===== src/rtl/eca_stepper_param.sv =====
// Elementary cellular automaton stepper: applies a run-time 8-bit rule to a
// WIDTH-cell register and streams each generation over a valid/ready port.
module eca_stepper_param #(
    parameter int unsigned WIDTH         = 8,
    parameter int unsigned CNT_W         = 8,
    parameter bit          WRAP          = 1'b1,
    parameter bit          STOP_ON_FIXED = 1'b1
) (
    input  logic             clk,
    input  logic             reset,
    input  logic             cfg_valid,
    output logic             cfg_ready,
    input  logic [7:0]       cfg_rule,
    input  logic [WIDTH-1:0] cfg_seed,
    input  logic [CNT_W-1:0] cfg_gens,
    output logic             out_valid,
    input  logic             out_ready,
    output logic [WIDTH-1:0] out_state,
    output logic [CNT_W-1:0] out_gen,
    output logic             out_last,
    output logic             busy
);

    typedef enum logic {
        IDLE,
        EMIT
    } fsm_t;

    fsm_t             fsm_q, fsm_d;
    logic [WIDTH-1:0] cells_q;
    logic [WIDTH-1:0] next_cells;
    logic [7:0]       rule_q;
    logic [CNT_W-1:0] gens_q;
    logic [CNT_W-1:0] gen_q;
    logic             accept;
    logic             xfer;
    logic             last_word;

    // Pad the register with its boundary neighbours so every cell sees a
    // uniform 3-bit window: ext[i+2:i] = {left, centre, right} of cell i.
    logic [WIDTH+1:0] ext;
    logic             left_edge;
    logic             right_edge;

    assign left_edge  = WRAP ? cells_q[0]       : 1'b0;
    assign right_edge = WRAP ? cells_q[WIDTH-1] : 1'b0;
    assign ext        = {left_edge, cells_q, right_edge};

    // rule[7-idx] is the same bit as rule[~idx] for a 3-bit index.
    for (genvar i = 0; i < WIDTH; i++) begin : g_cell
        assign next_cells[i] = rule_q[~ext[i +: 3]];
    end

    assign last_word = (gen_q == gens_q) || (STOP_ON_FIXED && (next_cells == cells_q));
    assign accept    = (fsm_q == IDLE) && cfg_valid;
    assign xfer      = (fsm_q == EMIT) && out_ready;

    always_comb begin
        // NOTE: every signal driven here gets a default first, so no path
        // through the block can leave it unassigned and infer a latch.
        fsm_d = fsm_q;
        unique case (fsm_q)
            IDLE:    if (accept) fsm_d = EMIT;
            EMIT:    if (xfer && last_word) fsm_d = IDLE;
            default: fsm_d = IDLE;
        endcase
    end

    always_ff @(posedge clk) begin
        // NOTE: sequential state uses non-blocking assignments so all
        // registers update together from values sampled at the same edge.
        if (reset) begin
            // NOTE: the cell register is cleared too, because out_state
            // is read straight from it and must show 0 after reset.
            fsm_q   <= IDLE;
            cells_q <= '0;
            rule_q  <= '0;
            gens_q  <= '0;
            gen_q   <= '0;
        end else begin
            fsm_q <= fsm_d;
            if (accept) begin
                rule_q  <= cfg_rule;
                cells_q <= cfg_seed;
                gens_q  <= cfg_gens;
                gen_q   <= '0;
            end else if (xfer && !last_word) begin
                cells_q <= next_cells;
                gen_q   <= gen_q + CNT_W'(1);
            end
        end
    end

    // Outputs decode only registered state, so they hold while out_ready=0.
    assign cfg_ready = (fsm_q == IDLE);
    assign out_valid = (fsm_q == EMIT);
    assign busy      = (fsm_q == EMIT);
    assign out_last  = (fsm_q == EMIT) && last_word;
    assign out_state = cells_q;
    assign out_gen   = gen_q;

endmodule


===== config.mk =====
export PLATFORM = sky130hd
export DESIGN_NAME = eca_stepper_param
export DESIGN_NICKNAME = d
export VERILOG_FILES = /design/src/rtl/eca_stepper_param.sv
export SDC_FILE = /design/constraint.sdc
export NUM_CORES = 1
export LEC_CHECK = 0
export CAP_MARGIN = 25
export CORE_MARGIN = 2
export CORE_UTILIZATION = 25
export DETAILED_ROUTE_END_ITERATION = 10
export PLACE_DENSITY = 0.56
export SLEW_MARGIN = 10
export SYNTH_ARGS = -nofsm -noshare
export SYNTH_HDL_FRONTEND = slang
export SYNTH_SLANG_ARGS = --single-unit
export TNS_END_PERCENT = 5

===== constraint.sdc =====
create_clock -name clk -period 2.9 [get_ports clk]
set_input_delay 0.58 -clock clk [delete_from_list [all_inputs] [get_ports clk]]
set_output_delay 0.58 -clock clk [all_outputs]
set_load 0.02 [all_outputs]

# == Word-level counts from Yosys, hierarchy flattened ==
# Cells that the tools add are included.
# op_classes
add_sub_neg,1
mul,0
div_mod_pow,0
order_cmp,8
n_eq_ne,2
shift,0
n_mux,21
bitwise,9
n_reduce_logical,9
# op_table
operator,n
$lt 3x4->1 const B,8
$bmux 1 s3,8
$not 3->3,8
$eq 8x8->1,2
$mux 8,2
$mux 1,10
$add 8x1->8 const B,1
$logic_and 1x1->1,5
$pmux 1 s2,1
$reduce_bool 2->1,1
$reduce_or 2->1,1
$logic_not 1->1,1
$logic_or 1x1->1,1
$not 1->1,1
# word_totals
register_bits,33
latchBits,0
mem_bits_rw,0
romBits,0
in_bits,28
output_inout_bits,20
wordCells,55
memories,0

# == Depth between registers and ports, before layout ==
# depth
word_depth,9
depth_mapped,11
mapped_depth_nobuf,8

# == Worst setup path before layout ==
# Ideal clock, no wire load.
# synth_timing
kind,register -> output
startpoint,"register cells_q[1], in the netlist out_state[1]"
endpoint,output out_last
t_arrival_ns,2.174
t_required_ns,2.320
path_slack_ns,0.146
stages_incl_launch_ff,8
path_buffers,1
cell_sequence,dfxtp_1 -> buf_2 -> mux4_2 -> nor2_1 -> o221ai_1 -> and4bb_1 -> nand2_1 -> a21oi_1
# synth_via
elab_chain_len,6
# synth_lines
element,line,source
from (decl),30,logic [WIDTH-1:0] cells_q;
from (signal assigned),84,cells_q <= cfg_seed;
from (signal assigned),88,cells_q <= next_cells;
$not 3->3,51,assign next_cells[i] = rule_q[~ext[i +: 3]];
$bmux 1 s3,51,
$mux 1 (not written as such),51,
$eq 8x8->1 (*),54,assign last_word = (gen_q == gens_q) || (STOP_ON_FIXED && (next_cells == cells_q));
$logic_or 1x1->1 (*),54,
$logic_and 1x1->1 (*),98,assign out_last = (fsm_q == EMIT) && last_word;
to (decl),20,"output logic out_last,"
# Mark *: on every way between the ends. The rest lies on a longest branch, timed or not. The select of a mux whose other input is x is not followed.

# == Worst setup path in the final report ==
# layout_timing
startpoint,register rule_q[7]
endpoint,output out_last
# layout_via
elab_chain_len,5
# layout_lines
element,line,source
from (decl),32,logic [7:0] rule_q;
from (signal assigned),83,rule_q <= cfg_rule;
$bmux 1 s3,51,
$mux 1 (not written as such),51,
$eq 8x8->1 (*),54,
$logic_or 1x1->1 (*),54,
$logic_and 1x1->1 (*),98,
# Marks and branches as above.

==> results.yml <==
critical_path:
  cpPeakStageDelay_ps: 310
  cp_cell_sequence: "buf_4, mux2_4, mux2_2, nor2_1, o221ai_1, and4bb_1, nand2_1, a21oi_2, buf_4"
  crit_family: "multiplexers"
  worstSetupPathType: "flop to output pin"
  startpoint_type: "flop"
  end_kind: "output pin"
  crit_buf_inv: 2
  critPathRequiredTime_ps: 2320
  worst_path_most_repeated_cell: "buf_4"
  cpMaxStageDelayCell: "dfxtp_1"
  arrival_ps: 2210
  crit_path_max_fanout: 6
final_layout:
  final_common_cell: "nand2_1"
  finalInstanceArea_um2: 3240
  final_util: 0.375
  regArea_um2: 669
  drive_gt1_frac: 0.234
  mostFrequentLayoutCells: "nand2_1 (54), buf_4 (53), clkdlybuf4s50_1 (46)"
  num-fill-cells: 892
  area_delta_synth_final_pct: 46.4
  final_cells: 475
  multi_input_area_um2: 1420
  final_nets: 395
  antennaDiodeCount: 0
global_routing:
  grt_pass1_wl_mm: 11.4
  grt_pass1_vias: 2272
  grt.total_usage: 0.146
  grt-ovfl-total: 0
  grt_max_degree: 24
  antenna_found_initial: 0
placed_design:
  place_area_um2: 3100
  dp_cells: 467
  dp_slack_ps: -105
  dp_hpwl_mm: 5.43
  io_buffers: 47
  globalplace.congestion: 0.879
floorplanning:
  start_util: 0.256
  dieArea_um2: 9620
  die_h_um: 98.1
  core.rowCount: 34
  die_w_um: 98.1
  boundaryPins: 48
  core_um2: 8640
routing:
  drc_errors: 0
  routed_wl_mm: 6.88
  wire_per_inst_um: 14.5
  drtPass1Iterations: 6
  postRouteAntennaNets: 0
  drt_iter0_drc: 133
  viasPerCell: 4.87
  vias: 2313
timing:
  hold_ws_ps: 468
  hold_violations: 0
  worst_pin_slew_ps: 437
  skew_ps: 12.3
  setup_viol: 0
  fin_crit_sh: 0.961
  slew_headroom: 0.701
  worst_slack_ps: 114
  setup_tns_ps: 0
  rsz0062_at_grt: "no"
  max_freq_ghz: 0.359
  min_period_ps: 2790
  slew_violations: 0
synthesis:
  post-synth-top-area-fraction: 0.298
  synth-main-ff-cell: "dfxtp_1"
  ys_types: 57
  ys_warn_count: 0
  syn-cell-area_um2: 2210
  async_flop_share: 0
  synthTopCellsByArea: "dfxtp_1 (30%), nand2_1 (9.2%), a21oi_1 (5.4%)"
  synth-edff-count: 0
  synthCells: 281
  synth_seq_cells: 33
  synth.largest_area_cell: "dfxtp_1"
  yosysSeqAreaShare: 0.298
  syn_avg_cell_area_um2: 7.88
  syn_nets: 310
clocking:
  cts_tree: "done"
  clockRootBuffer: "clkbuf_8"
  h-tree-depth: 2
  clockBufferDepth: 2
  clkLatencyLatePin_ps: 280
  postCtsSetupBuffers: 0
  cts_buffers: 5
  path_clk_slew_ps: 70
  clock_sinks: 33
flow_run:
  drv_cap: 0
outcome:
  status: "complete, no violations"
pwr:
  cellLeakagePower_nw: 1.27
  seqPwrFrac: 0.349
  p_sw_uw: 462
  power_density_nw_per_um2: 461
  p_total_mw: 1.49
  p_sw_frac: 0.309
  ir_worst_vdd_v: 0.000253
  p_comb_frac: 0.346
  internal_power_mw: 1.03
  clockPowerShare: 0.305
hold_path:
  hp-class: "flop to flop"
[sequential cells by signal, indices dropped and copies added, names as in the netlist]
name,flops
rule_q,8
busy,1
out_gen,8
gens_q,8
out_state,8
[cell type report]
type / instances / area share
multi-input cells: 215 / 0.437
repair buffers: 99 / 0.265
flip-flops and latches: 33 / 0.207
well taps: 108 / 0.0417
clock buffers: 7 / 0.0266
inverters: 12 / 0.0139
clock inverters: 1 / 0.00927
[cell usage after synthesis, drive strengths merged (2+ instances only)]
library cell / number
o21ai: 9
xnor2: 4
clkbuf: 9
nor2: 18
buf: 12
mux2: 5
a21o: 2
nor2b: 7
nand2: 54
or3: 2
nand3: 8
a21oi: 25
o21bai: 2
nand2b: 3
a31o: 2
o2111ai: 2
nor3: 7
mux2i: 12
nor4: 3
mux4: 3
nand3b: 3
a2111oi: 2
inv: 12
o31a: 2
dfxtp: 33
o22ai: 2
a211o: 2
a311oi: 2
a211oi: 9
xor2: 8
[worst paths after layout]
path	from	to	slack, ps	cells after the start
max	rule_q[7]	out_last	110	9
min reg2reg	gens_q[2]	gens_q[2]	470	2
max reg2reg	out_state[1]	out_gen[7]	210	10
min	gens_q[2]	gens_q[2]	470	2
[worst reg2reg max path: stages (launching register included)]
cell,delay [ps]
dfxtp_1,400
buf_4,170
mux4_2,490
nand2b_1,170
o221ai_1,70
and4bb_1,250
buf_4,150
a21oi_2,360
buf_4,260
a21oi_1,80
a31o_1,190
[routing by layer]
metal | part of all wire | GRT usage
met1 | 0.49 | 0.196
met2 | 0.45 | 0.241
met3 | 0.037 | 0.0251
met4 | 0.017 | 0.0417
met5 | 0 | 0
[power groups by stage]
stage                     Clock (mW)  Sequential (mW)  Combinational [mW]
after detailed placement           0            0.528               0.514
after CTS                      0.468            0.518               0.516
after floorplan                    0            0.534               0.277
final                          0.456            0.521               0.518
after global routing           0.489            0.525               0.567
after global placement             0            0.527               0.512
[cell families (layout without fill, tap and decap cells)]
| logic type | count (synthesis) | count (layout) | share of synthesized area |
|---|---|---|---|
| flops | 33 | 33 | 0.298 |
| mux | 20 | 20 | 0.112 |
| compound gates | 74 | 74 | 0.243 |
| xor+xnor | 12 | 12 | 0.0475 |
| simple gates | 108 | 108 | 0.223 |
| buf+inv | 33 | 119 | 0.0707 |
| fa+ha+maj | 1 | 1 | 0.00565 |
[what timing repair did]
| item | CTS | global route |
|---|---|---|
| endpoints found under the setup margin | 1 | 1 |
| pin swaps | 0 | 0 |
| hold buffers | 0 | 0 |
| cloned | 0 | 0 |
| gates resized for setup | 6 | 11 |
Note: power is estimated with default switching activity, not from simulation.
